--- src/rtl/bist_ctrl_param.sv ---
// Parametrised BIST sequencer: N_RUNS runs of M_PATTERNS LFSR patterns with a 1-cycle gap.
// Define BIST_SIGNATURE_EN to add MISR response compaction and the pass/fail result.
//
// state  | meaning
// S_IDLE | waiting for a start rising edge
// S_TEST | driving patterns, test_en high
// S_GAP  | one idle cycle between runs, next run prepared
// S_DONE | one-cycle bist_end pulse, result latched
module bist_ctrl_param #(
  parameter int              M_PATTERNS = 10,
  parameter int              N_RUNS     = 5,
  parameter int              PAT_W      = 8,
  parameter logic [PAT_W-1:0] LFSR_SEED  = 8'h01,
  parameter logic [PAT_W-1:0] LFSR_TAPS  = 8'hB8,
  parameter logic [PAT_W-1:0] GOLDEN_SIG = 8'h00,
  localparam int             MW         = $clog2(M_PATTERNS),
  localparam int             NW         = (N_RUNS > 1) ? $clog2(N_RUNS) : 1
) (
  input  logic             i_clk,
  input  logic             i_reset,
  input  logic             i_start,
  input  logic [PAT_W-1:0] i_dut_resp,
  output logic             o_running,
  output logic             o_test_en,
  output logic [PAT_W-1:0] o_pattern,
  output logic [MW-1:0]    o_count_m,
  output logic [NW-1:0]    o_count_n,
  output logic             o_bist_end,
  output logic             o_pass
);

  localparam logic [MW-1:0] M_LAST = MW'(M_PATTERNS - 1);
  localparam logic [NW-1:0] N_LAST = NW'(N_RUNS - 1);

  typedef enum logic [1:0] {S_IDLE, S_TEST, S_GAP, S_DONE} state_t;

  state_t           r_state;
  state_t           w_state_next;
  logic [1:0]       r_sv;
  logic [MW-1:0]    r_count_m;
  logic [NW-1:0]    r_count_n;
  logic [PAT_W-1:0] r_pattern;
  logic             w_start_edge;
  logic             w_run_last;
  logic             w_seq_last;
  logic [PAT_W-1:0] w_lfsr_next;

  assign w_start_edge = (r_sv == 2'b01);
  assign w_run_last   = (r_count_m == M_LAST);
  assign w_seq_last   = (r_count_n == N_LAST);
  assign w_lfsr_next  = (r_pattern >> 1) ^ (r_pattern[0] ? LFSR_TAPS : '0);

  always_ff @(posedge i_clk or posedge i_reset) begin
    if (i_reset) r_state <= S_IDLE;
    else         r_state <= w_state_next;
  end

  always_comb begin
    w_state_next = r_state;
    case (r_state)
      S_IDLE:  if (w_start_edge) w_state_next = S_TEST;
      S_TEST:  if (w_run_last) w_state_next = w_seq_last ? S_DONE : S_GAP;
      S_GAP:   w_state_next = S_TEST;
      S_DONE:  w_state_next = S_IDLE;
      default: w_state_next = S_IDLE;
    endcase
  end

  always_comb begin
    o_running  = 1'b0;
    o_test_en  = 1'b0;
    o_bist_end = 1'b0;
    case (r_state)
      S_TEST:  begin o_running = 1'b1; o_test_en = 1'b1; end
      S_GAP:   o_running = 1'b1;
      S_DONE:  o_bist_end = 1'b1;
      default: ;
    endcase
  end

  always_ff @(posedge i_clk or posedge i_reset) begin
    if (i_reset) begin
      r_sv      <= 2'b00;
      r_count_m <= '0;
      r_count_n <= '0;
      r_pattern <= LFSR_SEED;
    end else begin
      r_sv <= {r_sv[0], i_start};
      case (r_state)
        S_IDLE: if (w_start_edge) begin
          r_count_m <= '0;
          r_count_n <= '0;
          r_pattern <= LFSR_SEED;
        end
        S_TEST: begin
          r_pattern <= w_lfsr_next;
          r_count_m <= w_run_last ? '0 : r_count_m + 1'b1;
        end
        S_GAP: begin
          r_count_n <= r_count_n + 1'b1;
          r_pattern <= LFSR_SEED;
        end
        default: ;
      endcase
    end
  end

  assign o_pattern = r_pattern;
  assign o_count_m = r_count_m;
  assign o_count_n = r_count_n;

`ifdef BIST_SIGNATURE_EN
  logic [PAT_W-1:0] r_misr;
  logic             r_fail;
  logic             r_pass;
  logic             w_misr_bad;
  logic [PAT_W-1:0] w_misr_next;

  assign w_misr_bad  = (r_misr != GOLDEN_SIG);
  assign w_misr_next = ((r_misr >> 1) ^ (r_misr[0] ? LFSR_TAPS : '0)) ^ i_dut_resp;

  // fail is sticky across runs; pass is cleared when a new sequence is accepted
  always_ff @(posedge i_clk or posedge i_reset) begin
    if (i_reset) begin
      r_misr <= '0;
      r_fail <= 1'b0;
      r_pass <= 1'b0;
    end else begin
      case (r_state)
        S_IDLE: if (w_start_edge) begin
          r_misr <= '0;
          r_fail <= 1'b0;
          r_pass <= 1'b0;
        end
        S_TEST: r_misr <= w_misr_next;
        S_GAP: begin
          r_fail <= r_fail | w_misr_bad;
          r_misr <= '0;
        end
        S_DONE: begin
          r_fail <= r_fail | w_misr_bad;
          r_misr <= '0;
          r_pass <= ~(r_fail | w_misr_bad);
        end
        default: ;
      endcase
    end
  end

  assign o_pass = r_pass;
`else
  logic w_unused_resp;
  assign w_unused_resp = ^i_dut_resp;
  assign o_pass        = 1'b0;
`endif

endmodule

--- config.mk ---
export PLATFORM = sky130hd
export DESIGN_NAME = bist_ctrl_param
export DESIGN_NICKNAME = d
export VERILOG_FILES = /design/src/rtl/bist_ctrl_param.sv
export SDC_FILE = /design/constraint.sdc
export NUM_CORES = 1
export LEC_CHECK = 0
export BUFFER_PORTS_ARGS = -buffer_cell sky130_fd_sc_hd__buf_4
export CAP_MARGIN = 20
export CORE_MARGIN = 2
export CORE_UTILIZATION = 45
export CTS_BUF_LIST = sky130_fd_sc_hd__clkbuf_4 sky130_fd_sc_hd__clkbuf_8 sky130_fd_sc_hd__clkbuf_16
export CTS_CLUSTER_DIAMETER = 100
export DETAILED_ROUTE_END_ITERATION = 16
export MAX_ROUTING_LAYER = met4
export PLACE_DENSITY = 0.69
export SETUP_SLACK_MARGIN = 0.4
export SYNTH_ARGS = -nofsm -noshare
export SYNTH_HDL_FRONTEND = slang
export SYNTH_SLANG_ARGS = --single-unit
--- constraint.sdc ---
create_clock -name i_clk -period 2.6 [get_ports i_clk]
set_input_delay 0.52 -clock i_clk [delete_from_list [all_inputs] [get_ports i_clk]]
set_output_delay 0.52 -clock i_clk [all_outputs]
set_load 0.005 [all_outputs]
==> flow_summary.yaml, run 1 <==
worst_setup_path:
  critPathMaxFanout: 11
  crit_arrival_ps: 1280
  path_delay_family: "flip-flops"
  crit_top_cell: "buf_4"
  critical-path-max-stage-delay_ps: 400
  end_kind: "primary output"
  start_kind: "flop"
  crit_slowest_cell: "dfrtp_1"
  worstPathCellList: "inv_1, ha_1, buf_4, buf_4"
  reg2reg_slack_ps: 890
  worst-path-buf-inv: 3
  critPathKind: "flop to primary output"
  required_ps: 2080
floorplan:
  die_y_um: 51.5
  start_util_pct: 46.7
  die_w_um: 51.5
  boundaryPins: 30
  die-area_sq_um: 2650
  coreArea_sq_um: 2170
  core.rowCount: 17
cells_and_area:
  drive_above_1_share_pct: 28.2
  antenna_cells: 0
  syn_to_final_growth_pct: 19.3
  layout_common_cells: "buf_4, inv_1, dfrtp_1, o21ai_0"
  final_common_cell: "buf_4"
  fin_nets: 144
clock_tree:
  insertion_delay_ps: 290
  cts_tree: "built"
  clock_sinks: 19
  cts_setup_buffers: 0
  cts_root_buffer: "clkbuf_4"
  hold_buffers: 0
  path_clk_slew_ps: 100
  clock_path_buffers: 2
  cts_resized: 0
  cts_made_buffers: 3
  htreeDepth: 1
placement:
  routabilityCongestion: 0.726
  port_buffers: 20
  dp_hpwl_mm: 1.36
synthesis:
  synth_top_cell_by_area: "dfrtp_1"
  synth_top_area_share_pct: 44.4
  syn-num-nets: 122
  avgSynthCellArea_sq_um: 9.84
  yosysSeqAreaShare_pct: 47.0
  netlist_area_sq_um: 1010
  synth-seq-cells: 19
  yosys_warnings: 0
  synthDistinctLibCells: 28
  synth_area_leaders: "dfrtp_1, ha_1, inv_1"
  synth_cells: 103
detailed_routing:
  route.met2.wl_um: 873
  drt-initial-drc-count: 8
  dr.pass1.iters: 2
  m1WireLength_um: 806
  dr_wl_met3_um: 61
  drt-total-wl_mm: 1.76
  wire_per_inst_um: 11.5
  dr.max_layer_used: "met4"
  drc: 0
  ant_nets: 0
  vias_per_cell: 4.90
  num_vias: 745
timing:
  setup_viol: 0
  tightest_slew_ps: 690
  whs_ps: 330
  fin_skew_ps: 2.04
  timing.slew.headroom_pct: 54.0
  hold_violations: 0
  finalSetupTns_ps: 0
  clock.fmax_mhz: 556
  rsz0062_at_grt: "no"
  min_period_over_period_pct: 69.1
  final.min_clock_period_ps: 1800
  slew_viol_final: 0
status:
  status: "completed"
run:
  cap_violations: 0
global_routing:
  grt_max_degree: 20
  grt_first_pass_wirelength_mm: 3.05
  grt_overflow: 0
  grt_antenna_before_repair: 0
  grt_pass1_vias: 692
  grt_use_total_pct: 16.1
hold_path:
  hp-class: "input pin to async pin"
power_and_ir_drop:
  ir_drop_uv: 583
  leakage_uw: 0.000597
  power.density_nw_per_um2: 1140
-- layer usage --
metal  GRT usage [%]  vias to the layer above
met2            24.4                       13
met3            3.51                        2
met4            7.89                        0
met5               -                        -
li1                -                      377
met1            20.5                      353
-- synthesized netlist by cell type (all sizes together) --
| cell | instances |
|---|---|
| a21oi | 3 |
| a31o | 2 |
| a31oi | 3 |
| buf | 4 |
| conb | 1 |
| dfrtp | 18 |
| dfstp | 1 |
| ha | 8 |
| inv | 18 |
| mux2i | 1 |
| nand2 | 4 |
| nand2b | 4 |
| nand3 | 8 |
| nand3b | 1 |
| nor2 | 6 |
| o21a | 2 |
| o21ai | 14 |
| o22ai | 1 |
| o2bb2a | 1 |
| xor2 | 3 |
-- where the power goes --
group          switching [uW]  internal [uW]
Sequential               94.6            399
Clock                    83.8           70.0
Combinational             385            348
-- path summary, 6_finish.rpt --
| check | startpoint | endpoint | cells past startpoint |
|---|---|---|---|
| min in group i_clk | i_start | r_sv[0] | 1 |
| max in group asynchronous | i_reset | o_pattern[2] | 2 |
| max reg2reg | r_state[0] | o_pattern[2] | 5 |
| min reg2reg | r_sv[0] | r_sv[1] | 0 |
| max | r_state[1] | o_test_en | 4 |
| min | i_reset | o_pattern[6] | 2 |
-- registers in the layout, indices dropped and copies added (netlist names) --
name and count:
o_count_n 3, o_pattern 8, r_state 2, o_count_m 4, r_sv 2
-- metrics by stage --
step                      total power [uW]  setup WS [ps]  utilization [%]  cell area [sq um]  instances
after detailed placement              1250            901             54.3               1180        148
after global routing                  1530            684             55.7               1210        152
after CTS                             1410            774             55.7               1210        152
after floorplan                       1010           1180                -               1010        103
after global placement                1220            956             54.3               1180        148
final                                 1380            802             55.7               1210        152
-- worst register-to-register path, cell delays in order (launching register included) --
cell and delay, ps:
dfrtp_1 400, inv_1 90, ha_1 300, o21ai_2 510, nor2_1 80, a31o_2 230
-- kinds of logic after synthesis --
family                     count (synthesis)  synth area share (%)
xor gates and xnor gates                   3                  2.59
AOI/OAI and AO/OA                         26                  17.8
DFF                                       19                  47.0
muxes                                      1                 0.988
and+or+nand+nor                           23                  12.0
buffers and inverters                     22                  9.38
adders and majority gates                  8                  9.88
other                                      1                 0.370
-- cell type report --
type / instances / area, sq um
Multi-Input combinational cell: 62 / 442
Fill cell: 206 / 961
Clock buffer: 4 / 30.0
Timing Repair Buffer: 21 / 158
Inverter: 18 / 67.6
Tap cell: 28 / 35.0
Sequential cell: 19 / 477
Note: power is estimated with default switching activity, not from simulation.
==> inputs of run 2 (changes only) <==
ABC_AREA = 1   (was not set)
PLACE_DENSITY = 0.72   (was 0.69)
clock period = 1.45 ns   (was 2.6 ns; I/O delays follow)
==> run 2 against run 1 <==
  * The run now ends with hold timing, setup timing left
  * Routed wire length rose by 76%
  * Non-clock buffer count up 30
  * Register-to-register slack got worse by 830 ps
  * Setup slack worse by 830 ps
  * Hold slack got worse by 350 ps
  * Synthesized area rose by 2.8%
  * Die area increased by 2.6%
  * Flip-flop and latch count is the same
  * Via count increased by 40%
  * Critical path type unchanged
  * Critical endpoint is now o_bist_end
  * Largest cell class is now multi-input gates
  * Largest power group unchanged
==> flow_summary.yaml, run 2 <==
detailed_routing:
  drt-total-wl_mm: 3.10
  wire_per_inst_um: 15.8
  drt-initial-drc-count: 28
  num_vias: 1040
  dr.pass1.iters: 4
  drc: 0
  vias_per_cell: 5.31
  ant_nets: 0
floorplan:
  boundaryPins: 30
  die_y_um: 52.1
  start_util_pct: 47.6
  die-area_sq_um: 2720
  coreArea_sq_um: 2190
  core.rowCount: 17
  die_w_um: 52.1
cells_and_area:
  drive_above_1_share_pct: 63.1
  fin_cells: 196
  fin_nets: 188
  syn_to_final_growth_pct: 76.6
  utilization_pct: 84.0
  antenna_cells: 0
  final_common_cell: "buf_4"
  largest_reg_flops: 8
  layout_common_cells: "buf_4, buf_6, dfrtp_1, nand2_1, nand3_2"
worst_setup_path:
  critical-path-max-stage-delay_ps: 460
  cp-endpoint: "o_bist_end"
  worstPathCellList: "ha_1, buf_4"
  startpoint: "r_state[0]"
  rr_endpoint: "o_pattern[3]"
  start_kind: "flop"
  end_kind: "primary output"
  r2r_cells: 7
  reg2reg_from: "r_state[0]"
  required_ps: 1160
  crit_slowest_cell: "dfrtp_2"
  critPathKind: "flop to primary output"
  crit_arrival_ps: 1190
  reg2reg_slack_ps: 60
  critPathMaxFanout: 4
synthesis:
  synth_top_cell_by_area: "dfrtp_1"
  synth-main-ff-cell: "dfrtp_1"
  avgSynthCellArea_sq_um: 9.06
  netlist_area_sq_um: 1040
  synth_top_area_share_pct: 43.2
  synth_area_leaders: "dfrtp_1, nand3_1, ha_1"
  synth_edf_count: 0
  synth-seq-cells: 19
  yosys_warnings: 0
  synth.most_common_cell: "nand3_1"
  synthDistinctLibCells: 21
  synthArstFlopShare_pct: 100
  ys_top_cells_by_count: "nand3_1, nand2_1, dfrtp_1, inv_1, ha_1"
  yosysSeqAreaShare_pct: 45.7
  syn-num-nets: 134
  synth_cells: 115
timing:
  slew_viol_final: 0
  finalSetupTns_ps: -53.3
  clock.fmax_mhz: 677
  fin_skew_ps: 12.1
  rsz0062_at_grt: "yes"
  hold_violations: 18
  min_period_over_period_pct: 102
  whs_ps: -19.8
  setup_viol: 3
  setup_ws_ps: -27.0
  final.min_clock_period_ps: 1480
global_routing:
  grt_max_degree: 20
  grt_first_pass_wirelength_mm: 4.65
  met3_usage_pct: 4.02
  grt_antenna_before_repair: 0
  met2_usage_pct: 39.2
  grt_overflow: 0
  grt_use_total_pct: 23.9
  grt_pass1_vias: 1054
  met1_usage_pct: 30.3
  busiest_layer: "met2"
power_and_ir_drop:
  power.density_nw_per_um2: 2270
  switchingPower_uw: 1930
  p_clk_share_pct: 7.3
  seqPwrFrac_pct: 20.7
  intPower_uw: 2250
  ir_drop_uv: 1880
  p_comb_share_pct: 71.9
  leakage_uw: 0.000894
  p_sw_share_pct: 46.1
clock_tree:
  clock_path_buffers: 2
  cts_root_buffer: "clkbuf_4"
  htreeDepth: 1
  cts_tree: "built"
  insertion_delay_ps: 310
  hold_buffers: 0
  path_clk_slew_ps: 120
  clock_sinks: 19
  cts_made_buffers: 3
placement:
  place_ws_ps: 77.0
  routabilityCongestion: 0.725
  dp_cells: 160
  port_buffers: 20
  dp_hpwl_mm: 1.52
run:
  cap_violations: 0
status:
  status: "finished, violations left"
  violations: "hold timing, setup timing"
hold_path:
  hp-class: "input pin to async pin"
==> run 2: cell types whose count changed in the layout (fill, tap and decap cells not counted), sizes merged, moves of 4 or more <==
cell	change
nand3	+16
o21ai	-8
nand2	+23
inv	-5
buf	+30
nand2b	-4
==> run 2: stage by stage <==
| step | power [uW] | cell area [sq um] |
|---|---|---|
| 2_1_floorplan | 2030 | 1120 |
| 3_3_place_gp | 2430 | 1280 |
| 3_5_place_dp | 2500 | 1280 |
| 4_1_cts | 3670 | 1700 |
| 5_1_grt | 4450 | 1840 |
| 6_report | 4180 | 1840 |
==> run 2: repair_timing <==
action | CTS | global route
gates cloned | 2 | 0
hold endpoints to repair | 0 | 0
resized for setup | 43 | 26
pin swaps | 13 | 15
setup endpoints to repair | 35 | 35
setup buffers | 27 | 3
==> run 2: how the worst min path moves through the flow <==
stage | startpoint | end | slack (ps) | cells after the start
finish | i_reset | o_pattern[3] | -20 | 3
floorplan | i_reset | o_count_m[0] | 240 | 1
global route | i_reset | o_pattern[4] | 20 | 3
global placement | i_reset | o_pattern[3] | 330 | 3
CTS | i_reset | o_count_m[1] | 0.1 | 3
detailed placement | i_reset | o_count_m[3] | 330 | 3
==> run 2: power groups by stage <==
| stage | registers (uW) | clock network (uW) | logic, uW |
|---|---|---|---|
| after floorplan | 876 | 0 | 1150 |
| after global placement | 910 | 0 | 1520 |
| after detailed placement | 918 | 0 | 1580 |
| after CTS | 849 | 301 | 2520 |
| after global routing | 881 | 332 | 3230 |
| final | 867 | 306 | 3010 |
==> run 2: cells by family after synthesis <==
kind of cell	after synthesis	synth area share [%]
buf+inv	17	7.92
flops	19	45.7
compound gates	15	9.72
fa+ha+maj	8	9.60
xor+xnor	1	0.840
simple gates	54	25.8
other cells	1	0.360
==> run 2: metal layers <==
layer / up-vias / share of wire [%]
met5: - / 0
met4: 0 / 1.5
met3: 4 / 2.4
met2: 28 / 53
met1: 517 / 43
li1: 491 / -
==> run 2: cell type report <==
class	instances	area [sq um]
inverter	13	58.8
clock buffer	4	30.0
fill	111	350
multi-input combinational	81	763
timing repair buffer	51	474
tap	28	35.0
sequential	19	479
==> run 2: critical path, delay by kind of cell, from the launching register on <==
kind                       cells  cell delay [ps]
DFF                            1              460
buffers and inverters          1              160
adders and majority gates      1              270
